**config.mk**
```make
export PLATFORM = sky130hd
export DESIGN_NAME = gates_bist
export DESIGN_NICKNAME = d
export VERILOG_FILES = /design/src/rtl/gates_pkg.sv /design/src/rtl/gates_bist_cmp.sv /design/src/rtl/gates_bist.sv
export SDC_FILE = /design/constraint.sdc
export NUM_CORES = 1
export LEC_CHECK = 0
export BUFFER_PORTS_ARGS = -buffer_cell sky130_fd_sc_hd__buf_2
export CAP_MARGIN = 10
export CORE_ASPECT_RATIO = 1.5
export CORE_MARGIN = 5
export CORE_UTILIZATION = 40
export DETAILED_ROUTE_END_ITERATION = 12
export PLACE_DENSITY = 0.71
export SLEW_MARGIN = 20
export SYNTH_ARGS = -nofsm -noshare
export SYNTH_HDL_FRONTEND = slang
export SYNTH_SLANG_ARGS = --single-unit
```
**constraint.sdc**
```tcl
create_clock -name clk -period 5.3 [get_ports clk]
set_input_delay 0 -clock clk [delete_from_list [all_inputs] [get_ports clk]]
set_output_delay 0 -clock clk [all_outputs]
set_load 0.005 [all_outputs]
```
**src/rtl/gates_pkg.sv**
```systemverilog
// Shared types, err_vec bit positions and the golden truth table for the gates BIST.
package gates_pkg;

    typedef enum logic [2:0] {IDLE, DRIVE, SETTLE, CHECK, DONE} state_t;

    localparam int AND_B  = 0;
    localparam int OR_B   = 1;
    localparam int NOT_B  = 2;
    localparam int XOR_B  = 3;
    localparam int NAND_B = 4;
    localparam int NOR_B  = 5;
    localparam int XNOR_B = 6;

    // "not" is taken from input a only.
    function automatic logic [6:0] gate_ref(input logic a, input logic b);
        logic [6:0] r;
        r         = '0;
        r[AND_B]  = a & b;
        r[OR_B]   = a | b;
        r[NOT_B]  = ~a;
        r[XOR_B]  = a ^ b;
        r[NAND_B] = ~(a & b);
        r[NOR_B]  = ~(a | b);
        r[XNOR_B] = ~(a ^ b);
        return r;
    endfunction

endpackage

```
**src/rtl/gates_bist_cmp.sv**
```systemverilog
// Combinational compare of observed gate outputs against the golden table.
module gates_bist_cmp
    import gates_pkg::*;
(
    input  logic       a,
    input  logic       b,
    input  logic [6:0] obs,
    output logic [6:0] mismatch,
    output logic [2:0] mis_cnt
);

    always_comb begin
        mismatch = obs ^ gate_ref(a, b);
        mis_cnt  = '0;
        for (int i = 0; i < 7; i++) begin
            mis_cnt = mis_cnt + {2'b00, mismatch[i]};
        end
    end

endmodule

```
**src/rtl/gates_bist.sv**
```systemverilog
// BIST controller: sweeps a/b through 00,01,10,11, samples the seven gate outputs
// after a settle time and accumulates sticky error flags and a saturating count.
//
// state  | meaning
// IDLE   | a/b parked at 0, waiting for start
// DRIVE  | load a/b from the current vector
// SETTLE | hold a/b for SETTLE_CYCLES cycles
// CHECK  | compare outputs, accumulate errors, pick next vector/loop
// DONE   | one-cycle done pulse, pass already valid
module gates_bist
    import gates_pkg::*;
#(
    parameter int SETTLE_CYCLES = 2,
    parameter int LOOPS         = 1
) (
    input  logic       clk,
    input  logic       rst_n,
    input  logic       start,
    output logic       a_o,
    output logic       b_o,
    input  logic       and_i,
    input  logic       or_i,
    input  logic       not_i,
    input  logic       xor_i,
    input  logic       nand_i,
    input  logic       nor_i,
    input  logic       xnor_i,
    output logic       busy,
    output logic       done,
    output logic       pass,
    output logic [6:0] err_vec,
    output logic [7:0] err_cnt
);

    localparam logic [3:0] SETTLE_LOAD = 4'(SETTLE_CYCLES - 1);
    localparam logic [3:0] LAST_LOOP   = 4'(LOOPS - 1);

    state_t     state;
    state_t     state_nxt;
    logic [1:0] vec;
    logic [3:0] loop_cnt;
    logic [3:0] settle_cnt;
    logic [6:0] obs;
    logic [6:0] mismatch;
    logic [2:0] mis_cnt;
    logic [8:0] cnt_sum;
    logic [7:0] cnt_sat;
    logic       last_vec;

    assign obs = {xnor_i, nor_i, nand_i, xor_i, not_i, or_i, and_i};

    gates_bist_cmp u_cmp (
        .a        (a_o),
        .b        (b_o),
        .obs      (obs),
        .mismatch (mismatch),
        .mis_cnt  (mis_cnt)
    );

    assign cnt_sum  = {1'b0, err_cnt} + {6'd0, mis_cnt};
    assign cnt_sat  = cnt_sum[8] ? 8'hFF : cnt_sum[7:0];
    assign last_vec = (vec == 2'd3) && (loop_cnt >= LAST_LOOP);

    assign busy = (state == DRIVE) || (state == SETTLE) || (state == CHECK);
    assign done = (state == DONE);

    always_comb begin
        state_nxt = state;
        case (state)
            IDLE:    if (start) state_nxt = DRIVE;
            DRIVE:   state_nxt = SETTLE;
            SETTLE:  if (settle_cnt == 4'd0) state_nxt = CHECK;
            CHECK:   state_nxt = last_vec ? DONE : DRIVE;
            DONE:    state_nxt = IDLE;
            default: state_nxt = IDLE;
        endcase
    end

    always_ff @(posedge clk or negedge rst_n) begin
        if (!rst_n) begin
            state      <= IDLE;
            a_o        <= 1'b0;
            b_o        <= 1'b0;
            pass       <= 1'b0;
            err_vec    <= '0;
            err_cnt    <= '0;
            vec        <= '0;
            loop_cnt   <= '0;
            settle_cnt <= '0;
        end else begin
            state <= state_nxt;
            case (state)
                IDLE: begin
                    if (start) begin
                        err_vec    <= '0;
                        err_cnt    <= '0;
                        pass       <= 1'b0;
                        vec        <= '0;
                        loop_cnt   <= '0;
                        settle_cnt <= '0;
                    end
                end
                DRIVE: begin
                    a_o        <= vec[1];
                    b_o        <= vec[0];
                    settle_cnt <= SETTLE_LOAD;
                end
                SETTLE: begin
                    if (settle_cnt != 4'd0) settle_cnt <= settle_cnt - 4'd1;
                end
                CHECK: begin
                    err_vec <= err_vec | mismatch;
                    err_cnt <= cnt_sat;
                    if (vec != 2'd3) begin
                        vec <= vec + 2'd1;
                    end else if (loop_cnt < LAST_LOOP) begin
                        vec      <= '0;
                        loop_cnt <= loop_cnt + 4'd1;
                    end else begin
                        // Include this final sample so pass is valid alongside done.
                        pass <= ((err_vec | mismatch) == 7'd0);
                    end
                end
                DONE: begin
                    a_o <= 1'b0;
                    b_o <= 1'b0;
                end
                default: ;
            endcase
        end
    end

endmodule

```
==> Implementation_results.wiki <==
{| class="wikitable"
! Metric !! Value
|-
| Setup slack at placement || ~1100 ps
|-
| TritonCTS clock tree || yes
|-
| Crit path DAT || roughly 4400 ps
|-
| Initial antenna violation count || 0
|-
| Die area || around 0.0055 sq mm
|-
| Worst reg2reg path depth || 14
|-
| Mapped Area || about 0.0016 sq mm
|-
| Std cell rows || 28
|-
| Power per Cell Area || a little under 800 mW/mm^2
|-
| Growth of design area from synthesis to finish || 12.8%
|-
| Total iterations of the first detailed-routing run || 4
|-
| Synth cell types || between 40 and 50
|-
| Placed Cells incl. Taps || 231
|-
| Count of buffers from port buffering || 29
|-
| Largest fanout on the critical path || 6
|-
| Count of antenna-violating nets left after detailed routing || 0
|-
| Highest attainable clock frequency || ~240 MHz
|-
| Clock slew at reported path FFs || approximately 100 ps
|-
| Max-cap violation count || 0
|-
| Total number of vias || 1329
|-
| Die Y-Extent || 88.6 microns
|-
| Gate Count Post-Synth || around 170
|-
| Outcome || finished, final reports clean
|-
| Total count of hold-check failures in the final report || 0
|-
| Hold Path Stages || 3
|-
| Hold Startpoint || start
|-
| DR vias/cell || between 5 and 6
|-
| Pin slew with the least headroom to its limit || 1030 ps
|-
| Mean instance size in the synthesized netlist || between 9 and 10 sq um
|-
| Setup repair after global routing missed its margin || no
|-
| Number of DRC markers in iteration 0 || 23
|-
| Top Ports || 30
|-
| Post-CTS sizing || 0
|-
| Endpoint required time on the critical path || about 5500 ps
|-
| Worst Setup Start Kind || flip-flop
|-
| Fraction of final layout cells sized beyond drive strength 1 || around a fifth
|-
| Final count of pins violating max slew || 0
|-
| Overall die width || ~62 microns
|-
| Maximum buffer depth of the clock tree || 2
|-
| Warnings, synthesis || 0
|-
| Pin count of the biggest net entering global routing || 28
|-
| Worst setup skew after layout || 5.93 ps
|-
| Setup TNS || 0 ps
|-
| Final nets || 216
|-
| Leakage Power || roughly 0.00090 uW
|-
| Sink of the worst hold path || state[0]
|-
| Final worst setup slack || 1090 ps
|-
| Maximum resistive drop on vdd || a little under 0.0006 V
|-
| Number of levels in the clock H-tree || 1
|-
| Minimum period implied by the final worst setup slack || between 4000 and 5000 ps
|-
| Post-synthesis sequential area ratio || 41.0%
|-
| Most frequent cells in the layout || sky130_fd_sc_hd__buf_2 (29), sky130_fd_sc_hd__dfrtp_1 (27), sky130_fd_sc_hd__nor2_1 (18)
|-
| Buffer type at the clock tree root || sky130_fd_sc_hd__clkbuf_8
|-
| Global-route wire length before repair || 6150 microns
|-
| Final Setup Violations || 0
|-
| Detailed placement HPWL || approximately 2700 microns
|-
| Terminus of the critical flop-to-flop path || err_cnt[7]
|-
| Hold_buf cts || 1
|-
| Global-route congestion overflow total || 0
|-
| Last weighted congestion value of the routability-driven placer || between 0.8 and 0.9
|-
| Clock latency at the later pin of the worst-skew pair || around 280 ps
|-
| Number of remaining DRC errors || 0
|-
| Setup slack of the worst register-to-register path || 1090 ps
|-
| Share of the cycle needed by the critical path after routing || 79.4%
|-
| Number of buffers created by CTS || 3
|-
| Commonest non-fill, non-tap cell in the layout || sky130_fd_sc_hd__buf_2
|-
| ANT cells || 0
|-
| Critical path capture point type || flip-flop
|-
| # clock sinks || 27
|-
| Overall global routing resource usage || approximately 14%
|-
| Aggregate routed wire length || 3540 microns
|-
| Initial Utilization || between 40% and 50%
|-
| Start-to-end type of the worst setup path || reg2reg
|-
| Relative max-transition margin || between 30% and 40%
|-
| Worst Hold Class || in2reg
|-
| FF-to-FF Start || a_o
|-
| Layout Cells excl Fill || between 200 and 250
|-
| Core Area || between 0.003 and 0.004 sq mm
|-
| Placement Cell Area || approximately 0.0018 sq mm
|-
| Syn Nets || 189
|-
| Final instance area || between 0.0015 and 0.002 sq mm
|-
| #FFs+latches synth || 27
|-
| Average wire per cell in the routed design || between 10 and 15 microns
|-
| Number of post-CTS setup repair buffers || 0
|-
| Via count of the first global-routing pass || between 1000 and 1500
|}
## registers in the layout (all words and copies together) (netlist names)
signal and cells:
b_o 1, a_o 1, pass 1, settle_cnt 4
err_cnt 8, vec 2, err_vec 7, state 3
## worst max-delay path: stages (launching register included)
cell	delay, ps
sky130_fd_sc_hd__dfrtp_1	440
sky130_fd_sc_hd__inv_1	80
sky130_fd_sc_hd__ha_1	230
sky130_fd_sc_hd__xnor2_1	270
sky130_fd_sc_hd__ha_1	290
sky130_fd_sc_hd__fa_1	510
sky130_fd_sc_hd__fa_1	420
sky130_fd_sc_hd__ha_1	200
sky130_fd_sc_hd__fa_1	370
sky130_fd_sc_hd__xor2_1	170
sky130_fd_sc_hd__ha_1	350
sky130_fd_sc_hd__nand3_1	100
sky130_fd_sc_hd__a21oi_2	280
sky130_fd_sc_hd__a31oi_1	130
sky130_fd_sc_hd__a211oi_1	260
## final cells by class
type / instances / area (sq um)
multi-input combinational: 124 / 902
clock buffer: 3 / 41.3
tap: 45 / 56.3
sequential: 27 / 676
fill: 391 / 2100
inverter: 6 / 22.5
timing repair buffer: 30 / 155
clock inverter: 1 / 5.00
## kinds of logic (layout without fill, tap and decap cells)
logic type | Yosys count | after routing | synth area share, %
AO/OA/AOI/OAI | 40 | 40 | 16.0
XOR/XNOR | 10 | 10 | 5.31
multiplexers | 4 | 4 | 2.81
flip-flops | 27 | 27 | 41.0
AND/OR/NAND/NOR | 56 | 56 | 17.8
adder cells (fa/ha/maj) | 14 | 14 | 12.5
buffers and inverters | 14 | 40 | 4.63
## stage by stage
stage | util, % | hold WS [ps] | total power [uW]
after global placement | 45.5 | 57.9 | 1330
final | 46.9 | 85.6 | 1440
after CTS | 46.9 | 82.8 | 1460
after detailed placement | 45.5 | 62.1 | 1330
after floorplan | - | -296 | 1130
after global routing | 46.9 | 136 | 1600
## worst max-delay path by stage
stage | from | to | slack [ps]
finish | a_o | err_cnt[7] | 1090
global route | a_o | err_cnt[5] | 770
CTS | a_o | err_cnt[7] | 1080
detailed placement | a_o | err_cnt[5] | 1110
global placement | a_o | err_cnt[0] | 1220
floorplan | a_o | err_cnt[0] | 1320
## where the power goes
part / total, uW / internal [uW] / switching, uW
clock network: 120 / 52.8 / 67.3
logic: 926 / 456 / 470
registers: 393 / 284 / 109
total: 1440 / 793 / 647
## routing by layer
layer	track usage, %	vias up	part of all wire, %
li1	-	647	-
met2	24.1	26	53
met3	1.91	5	3.0
met1	16.4	651	42
met5	0	-	0
met4	5.98	0	1.8
## cells in the mapped netlist
cell                        number  area share (%)
sky130_fd_sc_hd__dfrtp_1        27              41
sky130_fd_sc_hd__nor2_1         18             4.1
sky130_fd_sc_hd__a21oi_1        12             3.6
sky130_fd_sc_hd__ha_1           10             7.6
sky130_fd_sc_hd__nand2_1         9             2.0
sky130_fd_sc_hd__nand3_1         7             2.1
sky130_fd_sc_hd__nor3_1          7             2.1
sky130_fd_sc_hd__inv_1           6             1.4
sky130_fd_sc_hd__o21ai_0         6             1.8
sky130_fd_sc_hd__xnor2_1         6             3.2
sky130_fd_sc_hd__a31oi_1         5             1.9
sky130_fd_sc_hd__buf_2           4             1.2
sky130_fd_sc_hd__fa_1            4             4.9
sky130_fd_sc_hd__xor2_1          4             2.1
sky130_fd_sc_hd__a22o_1          3             1.6
sky130_fd_sc_hd__a2bb2oi_1       3             1.6
sky130_fd_sc_hd__nor4_1          3             1.1
sky130_fd_sc_hd__a21o_1          2            0.91
sky130_fd_sc_hd__and3_1          2            0.76
sky130_fd_sc_hd__buf_6           2             1.4
sky130_fd_sc_hd__mux2i_1         2             1.2
sky130_fd_sc_hd__a211oi_1        1            0.46
sky130_fd_sc_hd__a21boi_0        1            0.46
sky130_fd_sc_hd__a21oi_2         1            0.53
sky130_fd_sc_hd__a22oi_1         1            0.46
sky130_fd_sc_hd__a311oi_1        1            0.53
sky130_fd_sc_hd__a41oi_1         1            0.53
sky130_fd_sc_hd__and2_4          1            0.53
sky130_fd_sc_hd__and3b_1         1            0.53
sky130_fd_sc_hd__and4b_1         1            0.61
sky130_fd_sc_hd__buf_4           1            0.46
sky130_fd_sc_hd__clkbuf_1        1            0.23
sky130_fd_sc_hd__mux2_2          1            0.68
sky130_fd_sc_hd__mux2_4          1            0.91
sky130_fd_sc_hd__nand2b_1        1            0.38
sky130_fd_sc_hd__nand3b_4        1             1.2
sky130_fd_sc_hd__nand4_1         1            0.38
sky130_fd_sc_hd__nor4b_1         1            0.53
sky130_fd_sc_hd__o211a_1         1            0.61
sky130_fd_sc_hd__o221ai_1        1            0.53
sky130_fd_sc_hd__o31ai_1         1            0.46
sky130_fd_sc_hd__or2_2           1            0.38
sky130_fd_sc_hd__or3_1           1            0.38
sky130_fd_sc_hd__or3b_1          1            0.53
Power figures use the tool's default switching activity.
